<file path="config.mk">
export PLATFORM = sky130hd
export DESIGN_NAME = mips_maincontroller
export DESIGN_NICKNAME = d
export VERILOG_FILES = /design/src/rtl/mips_pkg.sv /design/src/rtl/mips_ctrl_outdec.sv /design/src/rtl/mips_maincontroller.sv
export SDC_FILE = /design/constraint.sdc
export NUM_CORES = 1
export LEC_CHECK = 0
export BUFFER_PORTS_ARGS = -buffer_cell sky130_fd_sc_hd__buf_2
export CAP_MARGIN = 20
export CORE_UTILIZATION = 46
export DETAILED_ROUTE_END_ITERATION = 7
export PLACE_DENSITY_LB_ADDON = 0.1
export SETUP_SLACK_MARGIN = 0.15
export SYNTH_ARGS = -nofsm -noshare
export SYNTH_HDL_FRONTEND = slang
export SYNTH_HIERARCHICAL = 1
export SYNTH_SLANG_ARGS = --single-unit
</file>
<file path="constraint.sdc">
create_clock -name clk -period 1.6 [get_ports clk]
set_input_delay 0.16 -clock clk [delete_from_list [all_inputs] [get_ports clk]]
set_output_delay 0.16 -clock clk [all_outputs]
set_load 0.03 [all_outputs]
</file>
<file path="src/rtl/mips_pkg.sv">
// Shared opcodes, ALU-op codes, mux selects, FSM state encoding and the
// control-word layout for the multicycle MIPS main controller.
package mips_pkg;

    localparam logic [5:0] OP_LW    = 6'b100011;
    localparam logic [5:0] OP_SW    = 6'b101011;
    localparam logic [5:0] OP_RTYPE = 6'b000000;
    localparam logic [5:0] OP_BEQ   = 6'b000100;
    localparam logic [5:0] OP_BNE   = 6'b000101;
    localparam logic [5:0] OP_ADDI  = 6'b001000;
    localparam logic [5:0] OP_ORI   = 6'b001101;
    localparam logic [5:0] OP_J     = 6'b000010;

    localparam logic [1:0] ALUOP_ADD   = 2'b00;
    localparam logic [1:0] ALUOP_SUB   = 2'b01;
    localparam logic [1:0] ALUOP_FUNCT = 2'b10;
    localparam logic [1:0] ALUOP_OR    = 2'b11;

    localparam logic [1:0] SRCB_REG   = 2'b00;
    localparam logic [1:0] SRCB_FOUR  = 2'b01;
    localparam logic [1:0] SRCB_IMM   = 2'b10;
    localparam logic [1:0] SRCB_IMMSH = 2'b11;

    localparam logic [1:0] PCSRC_ALU    = 2'b00;
    localparam logic [1:0] PCSRC_ALUOUT = 2'b01;
    localparam logic [1:0] PCSRC_JUMP   = 2'b10;

    typedef enum logic [3:0] {
        FETCH   = 4'd0,
        DECODE  = 4'd1,
        MEMADR  = 4'd2,
        MEMRD   = 4'd3,
        MEMWB   = 4'd4,
        MEMWR   = 4'd5,
        RTYPEEX = 4'd6,
        RTYPEWB = 4'd7,
        BEQEX   = 4'd8,
        ADDIEX  = 4'd9,
        ORIEX   = 4'd10,
        ADDIWB  = 4'd11,
        JEX     = 4'd12,
        BNEEX   = 4'd13
    } state_t;

    typedef struct packed {
        logic       memreq;
        logic       iord;
        logic       memwrite;
        logic       irwrite;
        logic       regdst;
        logic       memtoreg;
        logic       regwrite;
        logic       alusrca;
        logic [1:0] alusrcb;
        logic [1:0] aluop;
        logic [1:0] pcsrc;
        logic       pcen;
    } ctrl_t;

endpackage

</file>
<file path="src/rtl/mips_ctrl_outdec.sv">
// Combinational state -> control-word decoder for the multicycle MIPS controller.
// MIPS_BNE_EN adds the BNEEX decode (branch when zero is clear).
module mips_ctrl_outdec
    import mips_pkg::*;
(
    input  state_t     state,
    input  logic       memready,
    input  logic       zero,
    output ctrl_t      ctrl
);

    always_comb begin
        ctrl         = '0;
        ctrl.alusrcb = SRCB_REG;
        ctrl.aluop   = ALUOP_ADD;
        ctrl.pcsrc   = PCSRC_ALU;
        case (state)
            FETCH: begin
                // IR and PC only load on the cycle memory actually returns the word
                ctrl.memreq  = 1'b1;
                ctrl.alusrcb = SRCB_FOUR;
                ctrl.irwrite = memready;
                ctrl.pcen    = memready;
            end
            DECODE: begin
                ctrl.alusrcb = SRCB_IMMSH;
            end
            MEMADR: begin
                ctrl.alusrca = 1'b1;
                ctrl.alusrcb = SRCB_IMM;
            end
            MEMRD: begin
                ctrl.memreq = 1'b1;
                ctrl.iord   = 1'b1;
            end
            MEMWB: begin
                ctrl.memtoreg = 1'b1;
                ctrl.regwrite = 1'b1;
            end
            MEMWR: begin
                ctrl.memreq   = 1'b1;
                ctrl.iord     = 1'b1;
                ctrl.memwrite = memready;
            end
            RTYPEEX: begin
                ctrl.alusrca = 1'b1;
                ctrl.aluop   = ALUOP_FUNCT;
            end
            RTYPEWB: begin
                ctrl.regdst   = 1'b1;
                ctrl.regwrite = 1'b1;
            end
            BEQEX: begin
                ctrl.alusrca = 1'b1;
                ctrl.aluop   = ALUOP_SUB;
                ctrl.pcsrc   = PCSRC_ALUOUT;
                ctrl.pcen    = zero;
            end
`ifdef MIPS_BNE_EN
            BNEEX: begin
                ctrl.alusrca = 1'b1;
                ctrl.aluop   = ALUOP_SUB;
                ctrl.pcsrc   = PCSRC_ALUOUT;
                ctrl.pcen    = ~zero;
            end
`endif
            ADDIEX: begin
                ctrl.alusrca = 1'b1;
                ctrl.alusrcb = SRCB_IMM;
            end
            ORIEX: begin
                ctrl.alusrca = 1'b1;
                ctrl.alusrcb = SRCB_IMM;
                ctrl.aluop   = ALUOP_OR;
            end
            ADDIWB: begin
                ctrl.regwrite = 1'b1;
            end
            JEX: begin
                ctrl.pcsrc = PCSRC_JUMP;
                ctrl.pcen  = 1'b1;
            end
            default: ;
        endcase
    end

endmodule

</file>
<file path="src/rtl/mips_maincontroller.sv">
// Multicycle MIPS main control FSM with memory-ready stalls.
// Define MIPS_BNE_EN to decode bne (op 000101); otherwise it is an illegal opcode.
module mips_maincontroller
    import mips_pkg::*;
#(
    parameter int STATE_W = 4
) (
    input  logic               clk,
    input  logic               rst_n,
    input  logic [5:0]         op,
    input  logic               zero,
    input  logic               memready,
    output logic               memreq,
    output logic               iord,
    output logic               memwrite,
    output logic               irwrite,
    output logic               regdst,
    output logic               memtoreg,
    output logic               regwrite,
    output logic               alusrca,
    output logic [1:0]         alusrcb,
    output logic [1:0]         aluop,
    output logic [1:0]         pcsrc,
    output logic               pcen,
    output logic               illegalop,
    output logic [STATE_W-1:0] state_o
);

    state_t state;
    state_t next_state;
    logic   illegal_dec;
    ctrl_t  ctrl;

    always_ff @(posedge clk or negedge rst_n) begin
        if (!rst_n) state <= FETCH;
        else        state <= next_state;
    end

    always_comb begin
        next_state  = state;
        illegal_dec = 1'b0;
        case (state)
            FETCH:   if (memready) next_state = DECODE;
            DECODE: begin
                case (op)
                    OP_LW, OP_SW: next_state = MEMADR;
                    OP_RTYPE:     next_state = RTYPEEX;
                    OP_BEQ:       next_state = BEQEX;
                    OP_ADDI:      next_state = ADDIEX;
                    OP_ORI:       next_state = ORIEX;
                    OP_J:         next_state = JEX;
`ifdef MIPS_BNE_EN
                    OP_BNE:       next_state = BNEEX;
`else
                    OP_BNE: begin
                        illegal_dec = 1'b1;
                        next_state  = FETCH;
                    end
`endif
                    default: begin
                        illegal_dec = 1'b1;
                        next_state  = FETCH;
                    end
                endcase
            end
            MEMADR:  next_state = (op == OP_SW) ? MEMWR : MEMRD;
            MEMRD:   if (memready) next_state = MEMWB;
            MEMWR:   if (memready) next_state = FETCH;
            RTYPEEX: next_state = RTYPEWB;
            BEQEX:   next_state = FETCH;
            ADDIEX:  next_state = ADDIWB;
            ORIEX:   next_state = ADDIWB;
            default: next_state = FETCH;
        endcase
    end

    mips_ctrl_outdec u_outdec (
        .state    (state),
        .memready (memready),
        .zero     (zero),
        .ctrl     (ctrl)
    );

    // Strobes and requests are forced low while reset is asserted; selects keep FETCH values
    assign memreq    = ctrl.memreq   & rst_n;
    assign memwrite  = ctrl.memwrite & rst_n;
    assign irwrite   = ctrl.irwrite  & rst_n;
    assign regwrite  = ctrl.regwrite & rst_n;
    assign pcen      = ctrl.pcen     & rst_n;
    assign illegalop = illegal_dec   & rst_n;
    assign iord      = ctrl.iord;
    assign regdst    = ctrl.regdst;
    assign memtoreg  = ctrl.memtoreg;
    assign alusrca   = ctrl.alusrca;
    assign alusrcb   = ctrl.alusrcb;
    assign aluop     = ctrl.aluop;
    assign pcsrc     = ctrl.pcsrc;
    assign state_o   = STATE_W'(state);

endmodule

</file>
==> run_results.csv, run 1 <==
group,metric,value,unit
run_status,error_line,"[ERROR DPL-0033] detailed placement checks failed during check placement.",
yosys,synth_ff_type,"dfrtp_1",
run_status,run_status,"did not finish",
clock_network,cts_buffer_depth,2,
yosys,synthDistinctLibCells,42,
clock_network,htree_levels,1,
yosys,syn_inst,90,
yosys,async_flop_share,100,%
run_status,stop_stage,"clock tree synthesis",
clock_network,post-cts-setup-buffers,10,
placed_design,dp_hpwl,1290,um
clock_network,cts_resized,43,
die,start_util,50.8,%
yosys,synth_seq_cells,4,
yosys,syn-cell-area,677,um^2
die,fp-row-count,13,
yosys,ys_seq_area_share,14.8,%
clock_network,cts_root_buf,"clkbuf_4",
clock_network,cts_made_buffers,3,
yosys,synth_area_per_cell,7.52,um^2
yosys,syn_nets,100,
yosys,synth_edf_count,0,
clock_network,hold_buffers,1,
placed_design,gp_congestion,0.851,
die,ioPinCount,30,
clock_network,cts_sinks,4,
placed_design,portBuffers,29,
yosys,ys_warn_count,6,
die,die_w,40.4,um
die,die_h,40.4,um
==> stage by stage <==
| stage | utilization [%] | cells | hold WS (ns) | area (um^2) | setup slack [ns] |
|---|---|---|---|---|---|
| detailed placement | 73.5 | 138 | 0.0997 | 980 | 0.101 |
| floorplan | - | 90 | -0.136 | 757 | 0.0332 |
| global placement | 73.5 | 138 | 0.0976 | 980 | 0.123 |
==> logic make-up after synthesis <==
family                     after synthesis  share of synthesized area [%]
and+or+nand+nor                         49                           47.1
AOI/OAI and AO/OA                       22                           23.8
adders and majority gates                1                           1.48
DFF                                      4                           14.8
xor gates and xnor gates                 3                           3.88
buffers and inverters                   11                           8.87
==> Yosys cell counts, types with 2 or more instances <==
cell,number,area (um^2)
and3_1,3,18.8
o22ai_1,2,12.5
or2_1,2,12.5
nor2b_1,5,31.3
dfrtp_1,4,100
buf_4,2,15.0
buf_2,3,15.0
a31oi_1,2,12.5
nor3_1,8,40.0
nor4_1,3,18.8
inv_2,2,7.51
nand2_1,5,18.8
inv_1,3,11.3
a21oi_1,3,15.0
nand2b_1,6,37.5
nor2_1,4,15.0
and2_1,5,31.3
xor2_1,2,17.5
o21ai_0,3,15.0
==> run 2: changes to the inputs <==
- CORE_AREA: unset -> 2 2 63 65
- CORE_UTILIZATION: 46 -> unset
- DIE_AREA: unset -> 0 0 65 67
- PLACE_DENSITY_LB_ADDON: 0.1 -> 0.15
- SETUP_SLACK_MARGIN: 0.15 -> unset
==> run_results.csv, run 2 <==
group,metric,value,unit
run_status,run_status,"finished with violations",
run_status,violations,"setup timing",
yosys,synth_top_area_share,14.8,%
die,die_w,65,um
final_layout,nFillCells,397,
critical_path,critPathSlowestCell,"dfrtp_2",
clock_network,cts_root_buf,"clkbuf_8",
pwr,p_per_area,1410,mW/mm^2
clock_network,clkLatencyLatePin,0.22,ns
timing,setup_viol,2,
yosys,synth_seq_cells,4,
pwr,comb_power_share,74.7,%
yosys,syn_inst,90,
final_layout,finalNetCount,145,
die,die_h,67,um
critical_path,slowest_delay,0.44,ns
placed_design,dp_cells,170,
detailed_routing,drtIter0Drc,26,
critical_path,worst_setup_path_start_kind,"flop",
final_layout,layout_common_cells,"buf_2 (21), buf_4 (13), buf_6 (8)",
critical_path,r2r_setup_slack,0.07,ns
timing,finClkSkew,0.00586,ns
timing,rsz0062_at_grt,"true",
clock_network,cts_made_buffers,3,
final_layout,final_common_cell,"buf_2",
grt,grt_max_degree,11,
final_layout,drive_gt1_share,51.5,%
placed_design,dp_hpwl,1670,um
yosys,syn_nets,100,
detailed_routing,wire_per_inst,12.6,um
pwr,peakVddDrop,0.000532,V
critical_path,crit_arrival,1.44,ns
timing,fin_tns_setup,-0.00791,ns
run,maxCapViolations,0,
timing,worst_slack,-0.00403,ns
yosys,synth_ff_type,"dfrtp_1",
critical_path,worst_setup_path_end_kind,"output pin",
yosys,ys_warn_count,6,
yosys,ys_seq_area_share,14.8,%
die,die_area,0.00436,mm^2
final_layout,syn_to_final_growth,67.7,%
yosys,synthMostInstantiatedCell,"nor3_1",
die,ioPinCount,30,
timing,fin_crit_sh,100,%
clock_network,path_clk_slew,0.04,ns
timing,worst_pin_slew,0.382,ns
die,fp-row-count,22,
yosys,synthDistinctLibCells,42,
critical_path,worst-endpoint-required,1.44,ns
clock_network,htree_levels,1,
yosys,ys_top_cells_by_area,"dfrtp_1 (15%), nor3_1 (5.9%), nand2b_1 (5.5%), and2_1 (4.6%), nor2b_1 (4.6%)",
pwr,power_frac_seq,11.1,%
critical_path,crit_chain,"buf_6, nand2b_1, o22ai_1, and2_1, buf_4",
detailed_routing,vias,846,
placed_design,portBuffers,29,
timing,max_freq,623,MHz
clock_network,cts_buffer_depth,2,
pwr,p_clk_share,14.2,%
pwr,internal-power,0.825,mW
grt,grt_usage,11.4,%
yosys,synth_common_cells,"nor3_1 (8), nand2b_1 (6), and2_1 (5), nand2_1 (5), nor2b_1 (5)",
timing,finalMaxSlewViolations,0,
detailed_routing,drc,0,
die,core,0.00361,mm^2
pwr,p_leak,0.512,nW
yosys,synth_area_per_cell,7.52,um^2
yosys,synth_edf_count,0,
critical_path,critPathBufInv,2,
final_layout,n_antenna_cell,0,
placed_design,gp_congestion,0.779,
clock_network,cts_tree,"done",
timing,hold_viol,0,
timing,slew_headroom,74.5,%
detailed_routing,first_pass_iters,4,
pwr,p_sw,0.771,mW
detailed_routing,via_per_inst,4.65,
timing,fin_crit,1.60,ns
yosys,async_flop_share,100,%
detailed_routing,routed_wl,2290,um
grt,grt_pass1_vias,851,
final_layout,stdcell_count,182,
clock_network,cts_sinks,4,
critical_path,path_class,"reg2out",
final_layout,largest_register_ffs,4,
die,start_util,18.8,%
timing,whs,0.338,ns
pwr,p_sw_share,48.3,%
yosys,syn-cell-area,677,um^2
detailed_routing,postRouteAntennaNets,0,
yosys,synth_largest_area_cell,"dfrtp_1",
worst_hold_path,min_path_type,"in2async",
grt,grt_overflow,0,
critical_path,path_max_fanout,10,
grt,antenna_found_initial,0,
critical_path,critPathTopFamily,"flip-flops",
grt,grt_first_pass_wirelength,3820,um
[run 2: logic make-up (layout without fill, tap and decap cells)]
| kind of cell | after synthesis | count (layout) | share of synthesized area (%) |
|---|---|---|---|
| AOI/OAI and AO/OA | 22 | 22 | 23.8 |
| adders and majority gates | 1 | 1 | 1.48 |
| and+or+nand+nor | 49 | 49 | 47.1 |
| xor gates and xnor gates | 3 | 3 | 3.88 |
| DFF | 4 | 4 | 14.8 |
| buffers and inverters | 11 | 55 | 8.87 |
[run 2: worst reg2reg max path: stages, from the launching register on]
cell      delay, ns
dfrtp_1        0.42
buf_6          0.16
buf_4          0.13
nand2b_1       0.19
a211o_1        0.33
o311ai_1       0.09
a31o_1         0.14
[run 2: path summary, 6_finish.rpt]
| path | start | end | cells past startpoint |
|---|---|---|---|
| max | state_o[2] | regwrite | 5 |
| min | rst_n | state_o[2] | 2 |
| max reg2reg | state_o[0] | state_o[1] | 6 |
| min reg2reg | state_o[0] | state_o[2] | 2 |
| max in group asynchronous | rst_n | state_o[3] | 2 |
| min in group clk | op[4] | state_o[1] | 3 |
[run 2: area by class of cell]
cell class | instances | area [um^2] | area share (%)
sequential | 4 | 103 | 9.04
clock buffer | 4 | 45.0 | 3.97
tap | 48 | 60.1 | 5.29
multi-input combinational | 75 | 581 | 51.2
inverter | 5 | 21.3 | 1.87
timing repair buffer | 46 | 325 | 28.7
[run 2: metrics by stage]
step | power (mW) | utilization [%] | cell area (um^2) | setup slack [ns]
floorplan | 0.868 | - | 707 | -0.153
CTS | 1.55 | 29.9 | 1080 | -0.0302
finish | 1.60 | 31.5 | 1130 | -0.00403
global route | 1.71 | 31.5 | 1130 | -0.0808
global placement | 1.19 | 26.0 | 938 | 0.0961
detailed placement | 1.19 | 26.0 | 938 | 0.0843
[run 2: per-layer routing]
metal | wire (um) | vias up | part of all wire, % | global-route usage, %
li1 | - | 425 | - | -
met1 | 1010 | 386 | 44 | 13.5
met2 | 1100 | 31 | 48 | 19.3
met3 | 142 | 4 | 6.2 | 3.21
met4 | 32 | 0 | 1.4 | 4.52
met5 | 0 | - | 0 | 0
[run 2: power by group through the flow]
stage | registers [mW] | clock network (mW) | logic [mW]
final | 0.178 | 0.226 | 1.19
after floorplan | 0.252 | 0 | 0.616
after detailed placement | 0.175 | 0 | 1.01
after CTS | 0.175 | 0.233 | 1.14
after global routing | 0.183 | 0.244 | 1.28
after global placement | 0.176 | 0 | 1.01
[run 2: timing repair]
item / in CTS / in global routing
buffers inserted: 4 / 3
endpoints found under the setup margin: 6 / 9
endpoints found under the hold margin: 4 / 0
hold buffers: 1 / 0
resized for setup: 19 / 8
pin swaps: 2 / 5
Power figures use the tool's default switching activity.
==> run 3: changes to the inputs <==
--- a/config.mk
+++ b/config.mk
@@ -9,6 +9,8 @@
 export CAP_MARGIN = 20
 export CORE_AREA = 2 2 63 65
+export CTS_BUF_LIST = sky130_fd_sc_hd__clkbuf_4 sky130_fd_sc_hd__clkbuf_8 sky130_fd_sc_hd__clkbuf_16
 export DETAILED_ROUTE_END_ITERATION = 7
 export DIE_AREA = 0 0 65 67
+export MAX_ROUTING_LAYER = met4
 export PLACE_DENSITY_LB_ADDON = 0.15
 export SYNTH_ARGS = -nofsm -noshare
==> constraint.sdc (replaced) <==
create_clock -name clk -period 1.6 [get_ports clk]
set_input_delay 0 -clock clk [delete_from_list [all_inputs] [get_ports clk]]
set_output_delay 0 -clock clk [all_outputs]
set_load 0.03 [all_outputs]
==> run_results.csv, run 3 (synthesis results as in run 2) <==
group,metric,value,unit
clock_network,path_clk_slew,0.03,ns
pwr,peakVddDrop,0.000284,V
critical_path,worst_setup_path_start_kind,"flop",
detailed_routing,drc,0,
pwr,p_leak,0.448,nW
timing,fin_crit_sh,95.8,%
clock_network,cts_buffer_depth,2,
timing,worst_pin_slew,0.323,ns
placed_design,dp_cells,166,
critical_path,worst_setup_path_end_kind,"output pin",
timing,slew_headroom,78.3,%
final_layout,drive_gt1_share,42.7,%
pwr,comb_power_share,71.6,%
timing,fin_tns_setup,0,ns
final_layout,final_common_cell,"buf_2",
timing,max_freq,652,MHz
final_layout,syn_to_final_growth,45.3,%
critical_path,worst-endpoint-required,1.60,ns
pwr,p_clk_share,15.4,%
critical_path,path_max_fanout,17,
die,core,0.00361,mm^2
clock_network,htree_levels,1,
final_layout,largest_register_ffs,4,
pwr,internal-power,0.663,mW
final_layout,stdcell_count,172,
detailed_routing,vias,785,
placed_design,portBuffers,29,
grt,grt_usage,9.40,%
detailed_routing,postRouteAntennaNets,0,
timing,worst_slack,0.0665,ns
final_layout,n_antenna_cell,0,
grt,grt_first_pass_wirelength,3180,um
timing,hold_viol,0,
critical_path,timing.rr.start,"state_o[2]",
placed_design,dp_slack,0.213,ns
critical_path,r2r-end,"state_o[1]",
timing,setup_viol,0,
timing,finClkSkew,0.00144,ns
run,maxCapViolations,0,
final_layout,post-route-util,27.3,%
critical_path,crit_arrival,1.53,ns
critical_path,r2r_setup_slack,0.16,ns
clock_network,cts_sinks,4,
clock_network,cts_root_buf,"clkbuf_8",
final_layout,nFillCells,394,
grt,grt_pass1_vias,694,
pwr,p_per_area,1390,mW/mm^2
grt,grt_overflow,0,
critical_path,path_class,"reg2out",
placed_design,dp_hpwl,1530,um
worst_hold_path,min_path_type,"in2async",
detailed_routing,drtIter0Drc,43,
detailed_routing,wire_per_inst,11.4,um
detailed_routing,routed_wl,1970,um
detailed_routing,first_pass_iters,5,
die,ioPinCount,30,
pwr,p_sw,0.703,mW
timing,rsz0062_at_grt,"true",
die,die_area,0.00436,mm^2
clock_network,cts_made_buffers,3,
clock_network,clkLatencyLatePin,0.21,ns
critical_path,rr_worst_depth,5,
final_layout,layout_common_cells,"buf_2 (26), buf_4 (7)",
die,die_w,65,um
run_status,run_status,"finished clean",
grt,antenna_found_initial,0,
die,start_util,18.8,%
pwr,power_frac_seq,13.0,%
die,fp-row-count,22,
pwr,p_sw_share,51.5,%
die,die_h,67,um
detailed_routing,via_per_inst,4.56,
placed_design,gp_congestion,0.787,
pwr,power,1.37,mW
final_layout,finalNetCount,136,
grt,grt_max_degree,18,
clock_network,cts_tree,"done",
timing,finalMaxSlewViolations,0,
timing,fin_crit,1.53,ns
==> run 3: how the worst max path moves through the flow <==
stage                     startpoint   endpoint  slack (ns)  cells past startpoint
after floorplan           state_o[0]  illegalop       0.007                      4
after global placement    state_o[2]   regwrite        0.19                      5
after detailed placement  state_o[2]   regwrite        0.21                      5
after CTS                 state_o[3]       pcen       0.007                      4
after global routing      state_o[3]       pcen      0.0008                      4
final                     state_o[1]     memreq        0.07                      5
==> run 3: per-stage QoR <==
stage | area, um^2 | hold WS [ns]
after global placement | 895 | -0.147
after CTS | 947 | 0.157
after global routing | 983 | 0.176
final | 983 | 0.157
after detailed placement | 895 | -0.149
after floorplan | 693 | -0.296
==> run 3: per-layer routing <==
layer  GRT usage [%]  vias to the layer above  routed length (um)
met4            2.39                        0                  12
met2            14.8                       29                 820
li1                -                      402                   -
met1            12.5                      352                1030
met3            1.52                        2                 103
met5               -                        -                   0
==> run 3: cell type report <==
cell class | count | area (um^2) | share of cell area, %
multi-input combinational | 75 | 546 | 55.5
timing repair buffer | 37 | 215 | 21.9
sequential | 4 | 103 | 10.4
tap | 48 | 60.1 | 6.11
clock buffer | 3 | 41.3 | 4.20
inverter | 5 | 18.8 | 1.91
==> run 3: critical path, stage by stage, from the launching register on <==
cell,delay [ns]
dfrtp_1,0.36
buf_4,0.20
or2_1,0.23
o31ai_1,0.20
and2_1,0.15
clkbuf_4,0.18
==> run 3: timing repair <==
item	4_1_cts	5_1_grt
buffers inserted	0	2
endpoints found under the setup margin	4	5
gates resized for setup	1	6
endpoints found under the hold margin	4	0
hold buffers	1	0
==> run 3: power groups by stage <==
stage / Combinational [mW] / Clock [mW] / Sequential (mW)
finish: 0.978 / 0.210 / 0.177
global route: 1.06 / 0.218 / 0.184
CTS: 0.932 / 0.214 / 0.183
detailed placement: 0.929 / 0 / 0.182
global placement: 0.933 / 0 / 0.184
floorplan: 0.602 / 0 / 0.251
